--- src/rtl/riscv_ctrl_pkg.sv ---
// riscv_ctrl_pkg: opcodes, FSM states and datapath select encodings for the RV32I controllers
package riscv_ctrl_pkg;

   localparam logic [6:0] OP_LW  = 7'b0000011;
   localparam logic [6:0] OP_SW  = 7'b0100011;
   localparam logic [6:0] OP_R   = 7'b0110011;
   localparam logic [6:0] OP_I   = 7'b0010011;
   localparam logic [6:0] OP_BEQ = 7'b1100011;
   localparam logic [6:0] OP_JAL = 7'b1101111;

   typedef enum logic [3:0] {
      S_FETCH    = 4'd0,
      S_DECODE   = 4'd1,
      S_MEMADR   = 4'd2,
      S_MEMREAD  = 4'd3,
      S_MEMWRITE = 4'd4,
      S_MEMWB    = 4'd5,
      S_EXEC_R   = 4'd6,
      S_EXEC_I   = 4'd7,
      S_ALUWB    = 4'd8,
      S_BEQ      = 4'd9,
      S_JAL      = 4'd10
   } state_t;

   localparam logic [1:0] RES_ALUOUT    = 2'b00;
   localparam logic [1:0] RES_DATA      = 2'b01;
   localparam logic [1:0] RES_ALURESULT = 2'b10;

   localparam logic [1:0] SRCA_PC    = 2'b00;
   localparam logic [1:0] SRCA_OLDPC = 2'b01;
   localparam logic [1:0] SRCA_RS1   = 2'b10;

   localparam logic [1:0] SRCB_RS2  = 2'b00;
   localparam logic [1:0] SRCB_IMM  = 2'b01;
   localparam logic [1:0] SRCB_FOUR = 2'b10;

   localparam logic [1:0] ALUOP_ADD   = 2'b00;
   localparam logic [1:0] ALUOP_SUB   = 2'b01;
   localparam logic [1:0] ALUOP_FUNCT = 2'b10;

   localparam logic [1:0] IMM_I = 2'b00;
   localparam logic [1:0] IMM_S = 2'b01;
   localparam logic [1:0] IMM_B = 2'b10;
   localparam logic [1:0] IMM_J = 2'b11;

   function automatic logic op_legal(input logic [6:0] op);
      return op == OP_LW || op == OP_SW || op == OP_R || op == OP_I || op == OP_BEQ || op == OP_JAL;
   endfunction

endpackage

--- src/rtl/multicycle_main_fsm_if.sv ---
// multicycle_main_fsm_if: controller <-> datapath signal bundle
interface multicycle_main_fsm_if;
   logic [6:0] op;
   logic       zero;
   logic       mem_ready;
   logic       mem_req;
   logic       pc_write;
   logic       adr_src;
   logic       mem_write;
   logic       ir_write;
   logic [1:0] result_src;
   logic [1:0] alu_src_a;
   logic [1:0] alu_src_b;
   logic [1:0] alu_op;
   logic [1:0] imm_src;
   logic       reg_write;
   logic       illegal_instr;
   logic       instr_done;

   modport master (
      input  op, zero, mem_ready,
      output mem_req, pc_write, adr_src, mem_write, ir_write, result_src, alu_src_a,
             alu_src_b, alu_op, imm_src, reg_write, illegal_instr, instr_done
   );

   modport slave (
      output op, zero, mem_ready,
      input  mem_req, pc_write, adr_src, mem_write, ir_write, result_src, alu_src_a,
             alu_src_b, alu_op, imm_src, reg_write, illegal_instr, instr_done
   );
endinterface

--- src/rtl/imm_src_decoder.sv ---
// imm_src_decoder: opcode -> immediate format select, unsupported opcodes map to I
module imm_src_decoder (
   input  logic [6:0] op,
   output logic [1:0] imm_src
);
   import riscv_ctrl_pkg::*;

   // immediate format is a pure function of the opcode
   always_comb
      imm_src = op == OP_SW  ? IMM_S :
                op == OP_BEQ ? IMM_B :
                op == OP_JAL ? IMM_J : IMM_I;
endmodule

--- src/rtl/multicycle_main_fsm.sv ---
// multicycle_main_fsm: main sequencing controller of the multicycle RV32I core
module multicycle_main_fsm (
   input logic                   clk,
   input logic                   rst_n,
   multicycle_main_fsm_if.master bus
);
   import riscv_ctrl_pkg::*;

   state_t     state;
   state_t     next_state;
   logic       pc_update;
   logic       branch;
   logic       adr_src;
   logic       mem_write;
   logic       ir_write;
   logic       reg_write;
   logic       mem_req;
   logic       illegal;
   logic       done;
   logic [1:0] result_src;
   logic [1:0] alu_src_a;
   logic [1:0] alu_src_b;
   logic [1:0] alu_op;
   logic [1:0] imm_src;

   imm_src_decoder u_imm (
      .op      (bus.op),
      .imm_src (imm_src)
   );

   // state register, reset drops straight back to FETCH
   always_ff @(posedge clk or negedge rst_n)
      if (!rst_n) state <= S_FETCH;
      else        state <= next_state;

   // next-state: op matters only in DECODE and MEMADR, memory states wait on mem_ready
   always_comb begin
      next_state = S_FETCH;
      case (state)
         S_FETCH:    next_state = bus.mem_ready ? S_DECODE : S_FETCH;
         S_DECODE:   next_state = (bus.op == OP_LW || bus.op == OP_SW) ? S_MEMADR :
                                  bus.op == OP_R   ? S_EXEC_R :
                                  bus.op == OP_I   ? S_EXEC_I :
                                  bus.op == OP_BEQ ? S_BEQ    :
                                  bus.op == OP_JAL ? S_JAL    : S_FETCH;
         S_MEMADR:   next_state = bus.op == OP_LW ? S_MEMREAD : S_MEMWRITE;
         S_MEMREAD:  next_state = bus.mem_ready ? S_MEMWB : S_MEMREAD;
         S_MEMWRITE: next_state = bus.mem_ready ? S_FETCH : S_MEMWRITE;
         S_EXEC_R:   next_state = S_ALUWB;
         S_EXEC_I:   next_state = S_ALUWB;
         S_JAL:      next_state = S_ALUWB;
         default:    next_state = S_FETCH;
      endcase
   end

   // Moore outputs from state; only memory handshakes and the illegal flag look at inputs
   always_comb begin
      pc_update  = 1'b0;
      branch     = 1'b0;
      adr_src    = 1'b0;
      mem_write  = 1'b0;
      ir_write   = 1'b0;
      reg_write  = 1'b0;
      mem_req    = 1'b0;
      illegal    = 1'b0;
      done       = 1'b0;
      result_src = RES_ALUOUT;
      alu_src_a  = SRCA_PC;
      alu_src_b  = SRCB_RS2;
      alu_op     = ALUOP_ADD;
      case (state)
         S_FETCH: begin
            mem_req    = 1'b1;
            alu_src_b  = SRCB_FOUR;
            result_src = RES_ALURESULT;
            ir_write   = bus.mem_ready;
            pc_update  = bus.mem_ready;
         end
         S_DECODE: begin
            alu_src_a = SRCA_OLDPC;
            alu_src_b = SRCB_IMM;
            illegal   = !op_legal(bus.op);
         end
         S_MEMADR: begin
            alu_src_a = SRCA_RS1;
            alu_src_b = SRCB_IMM;
         end
         S_MEMREAD: begin
            mem_req = 1'b1;
            adr_src = 1'b1;
         end
         S_MEMWRITE: begin
            mem_req   = 1'b1;
            adr_src   = 1'b1;
            mem_write = 1'b1;
            done      = bus.mem_ready;
         end
         S_MEMWB: begin
            result_src = RES_DATA;
            reg_write  = 1'b1;
            done       = 1'b1;
         end
         S_EXEC_R: begin
            alu_src_a = SRCA_RS1;
            alu_op    = ALUOP_FUNCT;
         end
         S_EXEC_I: begin
            alu_src_a = SRCA_RS1;
            alu_src_b = SRCB_IMM;
            alu_op    = ALUOP_FUNCT;
         end
         S_ALUWB: begin
            reg_write = 1'b1;
            done      = 1'b1;
         end
         S_BEQ: begin
            alu_src_a = SRCA_RS1;
            alu_op    = ALUOP_SUB;
            branch    = 1'b1;
            done      = 1'b1;
         end
         S_JAL: begin
            alu_src_a = SRCA_OLDPC;
            alu_src_b = SRCB_FOUR;
            pc_update = 1'b1;
         end
         default: ;
      endcase
   end

   // enables and pulses are forced low while reset is held, so an abort leaves no partial write
   assign bus.pc_write      = rst_n & (pc_update | (branch & bus.zero));
   assign bus.ir_write      = rst_n & ir_write;
   assign bus.mem_write     = rst_n & mem_write;
   assign bus.reg_write     = rst_n & reg_write;
   assign bus.mem_req       = rst_n & mem_req;
   assign bus.illegal_instr = rst_n & illegal;
   assign bus.instr_done    = rst_n & done;
   assign bus.adr_src       = adr_src;
   assign bus.result_src    = result_src;
   assign bus.alu_src_a     = alu_src_a;
   assign bus.alu_src_b     = alu_src_b;
   assign bus.alu_op        = alu_op;
   assign bus.imm_src       = imm_src;
endmodule

--- src/flat_wrapper.sv ---
// flat-port wrapper written by rule: the top's interface ports become plain ports
module multicycle_main_fsm_flat import riscv_ctrl_pkg::*;
  (clk, rst_n, bus_op, bus_zero, bus_mem_ready, bus_mem_req, bus_pc_write, bus_adr_src, bus_mem_write, bus_ir_write, bus_result_src, bus_alu_src_a, bus_alu_src_b, bus_alu_op, bus_imm_src, bus_reg_write, bus_illegal_instr, bus_instr_done);
  multicycle_main_fsm_if bus_i ();
  input logic clk;
  input logic rst_n;
  input wire logic [$bits(bus_i.op)-1:0] bus_op;
  input wire logic [$bits(bus_i.zero)-1:0] bus_zero;
  input wire logic [$bits(bus_i.mem_ready)-1:0] bus_mem_ready;
  output wire logic [$bits(bus_i.mem_req)-1:0] bus_mem_req;
  output wire logic [$bits(bus_i.pc_write)-1:0] bus_pc_write;
  output wire logic [$bits(bus_i.adr_src)-1:0] bus_adr_src;
  output wire logic [$bits(bus_i.mem_write)-1:0] bus_mem_write;
  output wire logic [$bits(bus_i.ir_write)-1:0] bus_ir_write;
  output wire logic [$bits(bus_i.result_src)-1:0] bus_result_src;
  output wire logic [$bits(bus_i.alu_src_a)-1:0] bus_alu_src_a;
  output wire logic [$bits(bus_i.alu_src_b)-1:0] bus_alu_src_b;
  output wire logic [$bits(bus_i.alu_op)-1:0] bus_alu_op;
  output wire logic [$bits(bus_i.imm_src)-1:0] bus_imm_src;
  output wire logic [$bits(bus_i.reg_write)-1:0] bus_reg_write;
  output wire logic [$bits(bus_i.illegal_instr)-1:0] bus_illegal_instr;
  output wire logic [$bits(bus_i.instr_done)-1:0] bus_instr_done;
  assign bus_i.op = bus_op;
  assign bus_i.zero = bus_zero;
  assign bus_i.mem_ready = bus_mem_ready;
  assign bus_mem_req = bus_i.mem_req;
  assign bus_pc_write = bus_i.pc_write;
  assign bus_adr_src = bus_i.adr_src;
  assign bus_mem_write = bus_i.mem_write;
  assign bus_ir_write = bus_i.ir_write;
  assign bus_result_src = bus_i.result_src;
  assign bus_alu_src_a = bus_i.alu_src_a;
  assign bus_alu_src_b = bus_i.alu_src_b;
  assign bus_alu_op = bus_i.alu_op;
  assign bus_imm_src = bus_i.imm_src;
  assign bus_reg_write = bus_i.reg_write;
  assign bus_illegal_instr = bus_i.illegal_instr;
  assign bus_instr_done = bus_i.instr_done;
  multicycle_main_fsm u_core (.clk(clk), .rst_n(rst_n), .bus(bus_i));
endmodule
--- config.mk ---
export PLATFORM = sky130hd
export DESIGN_NAME = multicycle_main_fsm_flat
export DESIGN_NICKNAME = d
export VERILOG_FILES = /design/src/rtl/riscv_ctrl_pkg.sv /design/src/rtl/multicycle_main_fsm_if.sv /design/src/rtl/imm_src_decoder.sv /design/src/rtl/multicycle_main_fsm.sv /design/src/flat_wrapper.sv
export SDC_FILE = /design/constraint.sdc
export NUM_CORES = 1
export LEC_CHECK = 0
export BUFFER_PORTS_ARGS = -buffer_cell sky130_fd_sc_hd__buf_2
export CORE_MARGIN = 5
export CORE_UTILIZATION = 44
export CTS_BUF_LIST = sky130_fd_sc_hd__clkbuf_2 sky130_fd_sc_hd__clkbuf_4 sky130_fd_sc_hd__clkbuf_8
export DETAILED_ROUTE_END_ITERATION = 7
export PLACE_DENSITY = 0.84
export RECOVER_POWER = 50
export SYNTH_ARGS = -nofsm -noshare
export SYNTH_HDL_FRONTEND = slang
export SYNTH_SLANG_ARGS = --single-unit
--- constraint.sdc ---
create_clock -name clk -period 2 [get_ports clk]
set_clock_uncertainty 0.05 [all_clocks]
set_input_delay 0.1 -clock clk [delete_from_list [all_inputs] [get_ports clk]]
set_output_delay 0.1 -clock clk [all_outputs]
set_load 0.02 [all_outputs]
# After elaboration in Yosys (flattened, before gate mapping)
# Cells that the tools add are included.
word_totals:
  romBits: 0
  in_bits: 11
  mem_bits_rw: 0
  mem_count: 0
  regBits: 4
  output_inout_bits: 18
  wordCells: 69
  latchBits: 0
op_classes:
  n_mux: 26
  bitwise: 9
  n_eq_ne: 16
  magnitude_cmp: 0
  reduce_logical: 17
  n_div: 0
  n_shift: 0
  mul: 0
  addsub: 0
ops:
  columns: ["cell", "n"]
  rows:
  - ["case mux 4 bit (6 select lines)", 1]
  - ["2-to-1 mux 4 bit", 5]
  - ["equality test 4 x 3 -> 1 bit, second input constant", 4]
  - ["case mux 2 bit (2 select lines)", 4]
  - ["equality test 7 x 6 -> 1 bit, second input constant", 2]
  - ["equality test 7 bit, second input constant", 2]
  - ["equality test 4 bit, second input constant", 3]
  - ["OR reduction 3 bit", 4]
  - ["OR reduction 2 bit", 5]
  - ["2-to-1 mux 3 bit", 3]
  - ["AND 1 bit", 8]
  - ["equality test 4 x 2 -> 1 bit, second input constant", 2]
  - ["2-to-1 mux 1 bit", 8]
  - ["equality test 7 x 2 -> 1 bit, second input constant", 1]
  - ["equality test 7 x 5 -> 1 bit, second input constant", 1]
  - ["2-to-1 mux 2 bit", 3]
  - ["logical OR 1 bit", 5]
  - ["equality test 4 x 1 -> 1 bit, second input constant", 1]
  - ["logical NOT 4 bit", 1]
  - ["case mux 1 bit (2 select lines)", 2]
  - ["OR reduction 4 bit", 1]
  - ["logical NOT 1 bit", 1]
  - ["bitwise OR 1 bit", 1]

# Logic depth before layout (Yosys ltp)
logic_depth:
  depth_word: 9
  ltp_mapped: 6
  depth_no_buf: 4

# Cells and area by module
# A second synthesis with hierarchy kept.
unflattened:
  cells_unflattened: 83
  area_unflattened_um2: 658.1
by_module_without_submodules:
  columns: ["mod", "area_per_inst_um2", "seq_area_each_um2", "n_inst", "cells_per_inst"]
  rows:
  - ["multicycle_main_fsm", 616.8, 100.1, 1, 77]
  - ["imm_src_decoder", 41.3, 0.0, 1, 6]

# Worst setup path before layout
# OpenSTA, ideal clock, no wires.
synth_timing:
  path_kind: "register -> output"
  startpoint: "register u_core.state[1]"
  endpoint: "output bus_illegal_instr"
  t_required_ns: 1.850
  path_stages_with_launch: 6
  path_buffers: 1
  path_slack_ns: 0.461
  arrival_time_ns: 1.389
  path_cell_list: "dfrtp_1 > buf_2 > nand2b_1 > nor3_2 > nand2_1 > nor3_1"
synth_between:
  elab_chain_cells: 3
synth_lines:
  columns: ["element", "line", "source"]
  rows:
  - ["from (decl)", "multicycle_main_fsm.sv:9", "state_t state;"]
  - ["from (signal assigned)", "multicycle_main_fsm.sv:34", "else state <= next_state;"]
  - ["equality test 4 x 1 -> 1 bit", "multicycle_main_fsm.sv:71", "case (state)"]
  - ["2-to-1 mux 1 bit", "multicycle_main_fsm.sv:71", null]
  - ["AND 1 bit", "multicycle_main_fsm.sv:137", "assign bus.illegal_instr = rst_n & illegal;"]
  - ["to (decl)", "flat_wrapper.sv:21", "output wire logic [$bits(bus_i.illegal_instr)-1:0] bus_illegal_instr;"]
# No other way between the ends.

# Final worst setup path
# Same ends and word-level chain as after synthesis.

==> impl_metrics.py <==
metrics = {
    "worst_setup_path": {
        "required_ns": 1.85,
        "cp_max_fo": 17,
        "path_cells": "nand2b_1 -> nor3_2 -> nand2_1 -> nor3_1 -> buf_2",
        "cp.arrival_ns": 1.70,
        "crit_type": "flip-flop to output pin",
        "endpoint_kind": "output pin",
        "cp_slowest_stage_delay_ns": 0.50,
        "reg2reg_slack_ns": 0.23,
        "cp_slowest_cell": "dfrtp_2",
        "worst_setup_path_start_kind": "flip-flop",
    },
    "die": {
        "die_x_um": 47.02,
        "num_rows": 13,
        "die_area_um2": 2211,
        "core_um2": 1301,
        "ios": 29,
        "initial_utilization_pct": 46.35,
        "die-height_um": 47.02,
    },
    "global_route": {
        "track_usage_pct": 16.72,
        "antenna_found_initial": 0,
        "grt_max_degree": 20,
        "grt_pass1_wl_mm": 2.649,
        "gr-total-overflow": 0,
        "grt_pass1_vias": 632,
    },
    "drt": {
        "drtPass1Iterations": 4,
        "post-route-drc-count": 0,
        "num_vias": 719,
        "post_drt_wl_per_cell_um": 13.04,
        "wirelength_mm": 1.630,
        "vias_per_cell": 5.752,
        "ant_nets": 0,
        "drt_iter0_markers": 16,
    },
    "clock_network": {
        "cts_tree": "done",
        "root_buffer": "clkbuf_4",
        "h-tree-depth": 1,
        "clock_sinks": 4,
        "post_cts_buffers": 0,
        "cts_buffers": 3,
        "clk_pin_slew_ns": 0.04,
        "clockBufferDepth": 2,
        "insertion_delay_ns": 0.24,
    },
    "placement": {
        "place_hpwl_mm": 1.216,
        "gp_congestion": 0.8203,
        "dpl-instance-area_um2": 733.2,
        "portBuffers": 28,
        "preCtsSetupSlack_ns": 0.3210,
    },
    "pwr": {
        "pwr-share-comb_pct": 42.2,
        "vdd_ir_drop_max_v": 0.0002901,
        "intPower_uw": 211.1,
        "leakage_nw": 0.3657,
        "switchingPower_uw": 141.6,
        "power.total_uw": 352.8,
        "seqPwrFrac_pct": 29.0,
        "swShare_pct": 40.15,
        "clkPwrFrac_pct": 28.7,
        "p_per_area_nw_per_um2": 476.2,
    },
    "sta": {
        "fmax_ghz": 0.5403,
        "relSlewSlack_pct": 55.98,
        "worst_slew_pin_slew_ns": 0.6543,
        "fin_tns_setup_ns": 0,
        "slew_viol_final": 0,
        "layout_min_cycle_time_ns": 1.851,
        "min_period_over_period_pct": 92.54,
        "hold_viol_final": 0,
        "setup_slack_ns": 0.1493,
        "finalSetupViolCount": 0,
        "rsz0062_at_grt": "false",
    },
    "layout": {
        "design_area_um2": 740.7,
        "top_regs": "u_core.state: 4 flops",
        "seq_area_um2": 102.6,
        "largest_register": "u_core.state",
        "syn2layout_area_growth_pct": 22.82,
        "layout.nets": 123,
        "largest_reg_flops": 4,
        "antenna_cells": 0,
        "multi_input_area_um2": 445.4,
        "nFillCells": 144,
        "drive_gt1_share_pct": 28.18,
    },
    "logic_synthesis": {
        "ys_seq_area_share_pct": 16.60,
        "synth_cell_types": 36,
        "netlist_area_um2": 603.1,
        "ys_warn_count": 0,
        "synth_fp_nets": 95,
        "syn_inst": 84,
        "syn_avg_cell_area_um2": 7.180,
        "ys_ff_latch": 4,
    },
    "worst_hold_path": {
        "hold_path.class": "input port to flip-flop",
    },
    "outcome": {
        "status": "finished, final reports clean",
    },
    "run": {
        "maxCapViolCount": 0,
    },
}
[timing repair]
action,in CTS,in global routing
hold buffers,1,0
hold endpoints to repair,4,0
endpoints found under the setup margin,0,1
resized for setup,0,2
[per-stage QoR]
| stage | util (%) | std cells | hold slack, ns |
|---|---|---|---|
| detailed placement | 56.35 | 121 | -0.1067 |
| CTS | 58.85 | 125 | 0.08286 |
| global placement | 56.35 | 121 | -0.1089 |
| floorplan | - | 84 | -0.2456 |
| finish | 56.92 | 125 | 0.07183 |
| global route | 56.92 | 125 | 0.08724 |
[critical path: cells and delay by family (launching register included)]
family / cells / cell delay, ns
buffers and inverters: 1 / 0.19
DFF: 1 / 0.50
and+or+nand+nor: 4 / 0.77
[per-layer routing]
layer	wire length [um]	GRT usage, %	vias to the layer above
li1	-	-	359
met1	719	20.92	330
met2	709	26.83	28
met3	184	4.981	2
met4	17	6.630	0
met5	0	0	-
[area by class of cell]
type,count,share of cell area [%]
Multi-Input combinational cell,72,60.14
Inverter,2,1.014
Timing Repair Buffer,29,19.43
Clock buffer,3,3.041
Sequential cell,4,13.85
Tap cell,15,2.534
[Yosys cell counts]
cell	count	area share, %
nor2_1	10	6.2
a21oi_1	7	5.8
nand2_1	7	4.4
buf_2	5	4.1
o21ai_0	5	4.1
dfrtp_1	4	17
nor3_1	4	3.3
nand2b_1	3	3.1
nor2b_1	3	3.1
nor3b_1	3	3.7
a22oi_1	2	2.5
a31oi_1	2	2.1
and2b_1	2	2.5
inv_1	2	1.2
nand3_1	2	1.7
nand3b_1	2	2.5
xor2_1	2	2.9
a211o_1	1	1.5
a21boi_1	1	1.2
a21o_1	1	1.2
a22o_1	1	1.5
and2_1	1	1.0
and3_1	1	1.0
and3b_1	1	1.5
and4_1	1	1.5
buf_1	1	0.62
nand4b_1	1	1.5
nor3_2	1	1.7
nor3b_2	1	2.1
nor4_1	1	1.0
nor4_2	1	2.1
nor4b_4	1	3.9
o21a_1	1	1.2
o41ai_2	1	2.7
or4_1	1	1.2
or4b_1	1	1.7
[power by group through the flow]
| stage | sequential [mW] | clock (mW) | combinational (mW) |
|---|---|---|---|
| 2_1_floorplan | 0.0928 | 0 | 0.109 |
| 3_3_place_gp | 0.103 | 0 | 0.148 |
| 3_5_place_dp | 0.104 | 0 | 0.151 |
| 4_1_cts | 0.103 | 0.104 | 0.153 |
| 5_1_grt | 0.104 | 0.109 | 0.165 |
| 6_report | 0.102 | 0.101 | 0.149 |
[cell families after synthesis]
family | Yosys count | synth area share, %
compound gates | 22 | 23.86
xor+xnor | 2 | 2.905
buf+inv | 8 | 6.016
flops | 4 | 16.60
simple gates | 48 | 50.63
[placed cells by master (no fill, tap or decap), types with 3 or more instances in the layout]
master    count
nor3_1        4
nor3b_1       3
o21ai_0       5
nand2b_1      3
buf_2        23
nand2_1       7
a21oi_1       7
nor2b_1       3
clkbuf_1      5
nor2_1       10
clkbuf_4      3
[worst paths after layout]
check                                     to            start  cells past startpoint
setup reg to reg             u_core.state[0]  u_core.state[3]                      4
max in group asynchronous    u_core.state[1]            rst_n                      2
setup / recovery           bus_illegal_instr  u_core.state[1]                      5
min in group asynchronous    u_core.state[0]            rst_n                      2
hold reg to reg              u_core.state[3]  u_core.state[1]                      2
hold / removal               u_core.state[0]        bus_op[3]                      2
(Power assumes the default switching activity.)
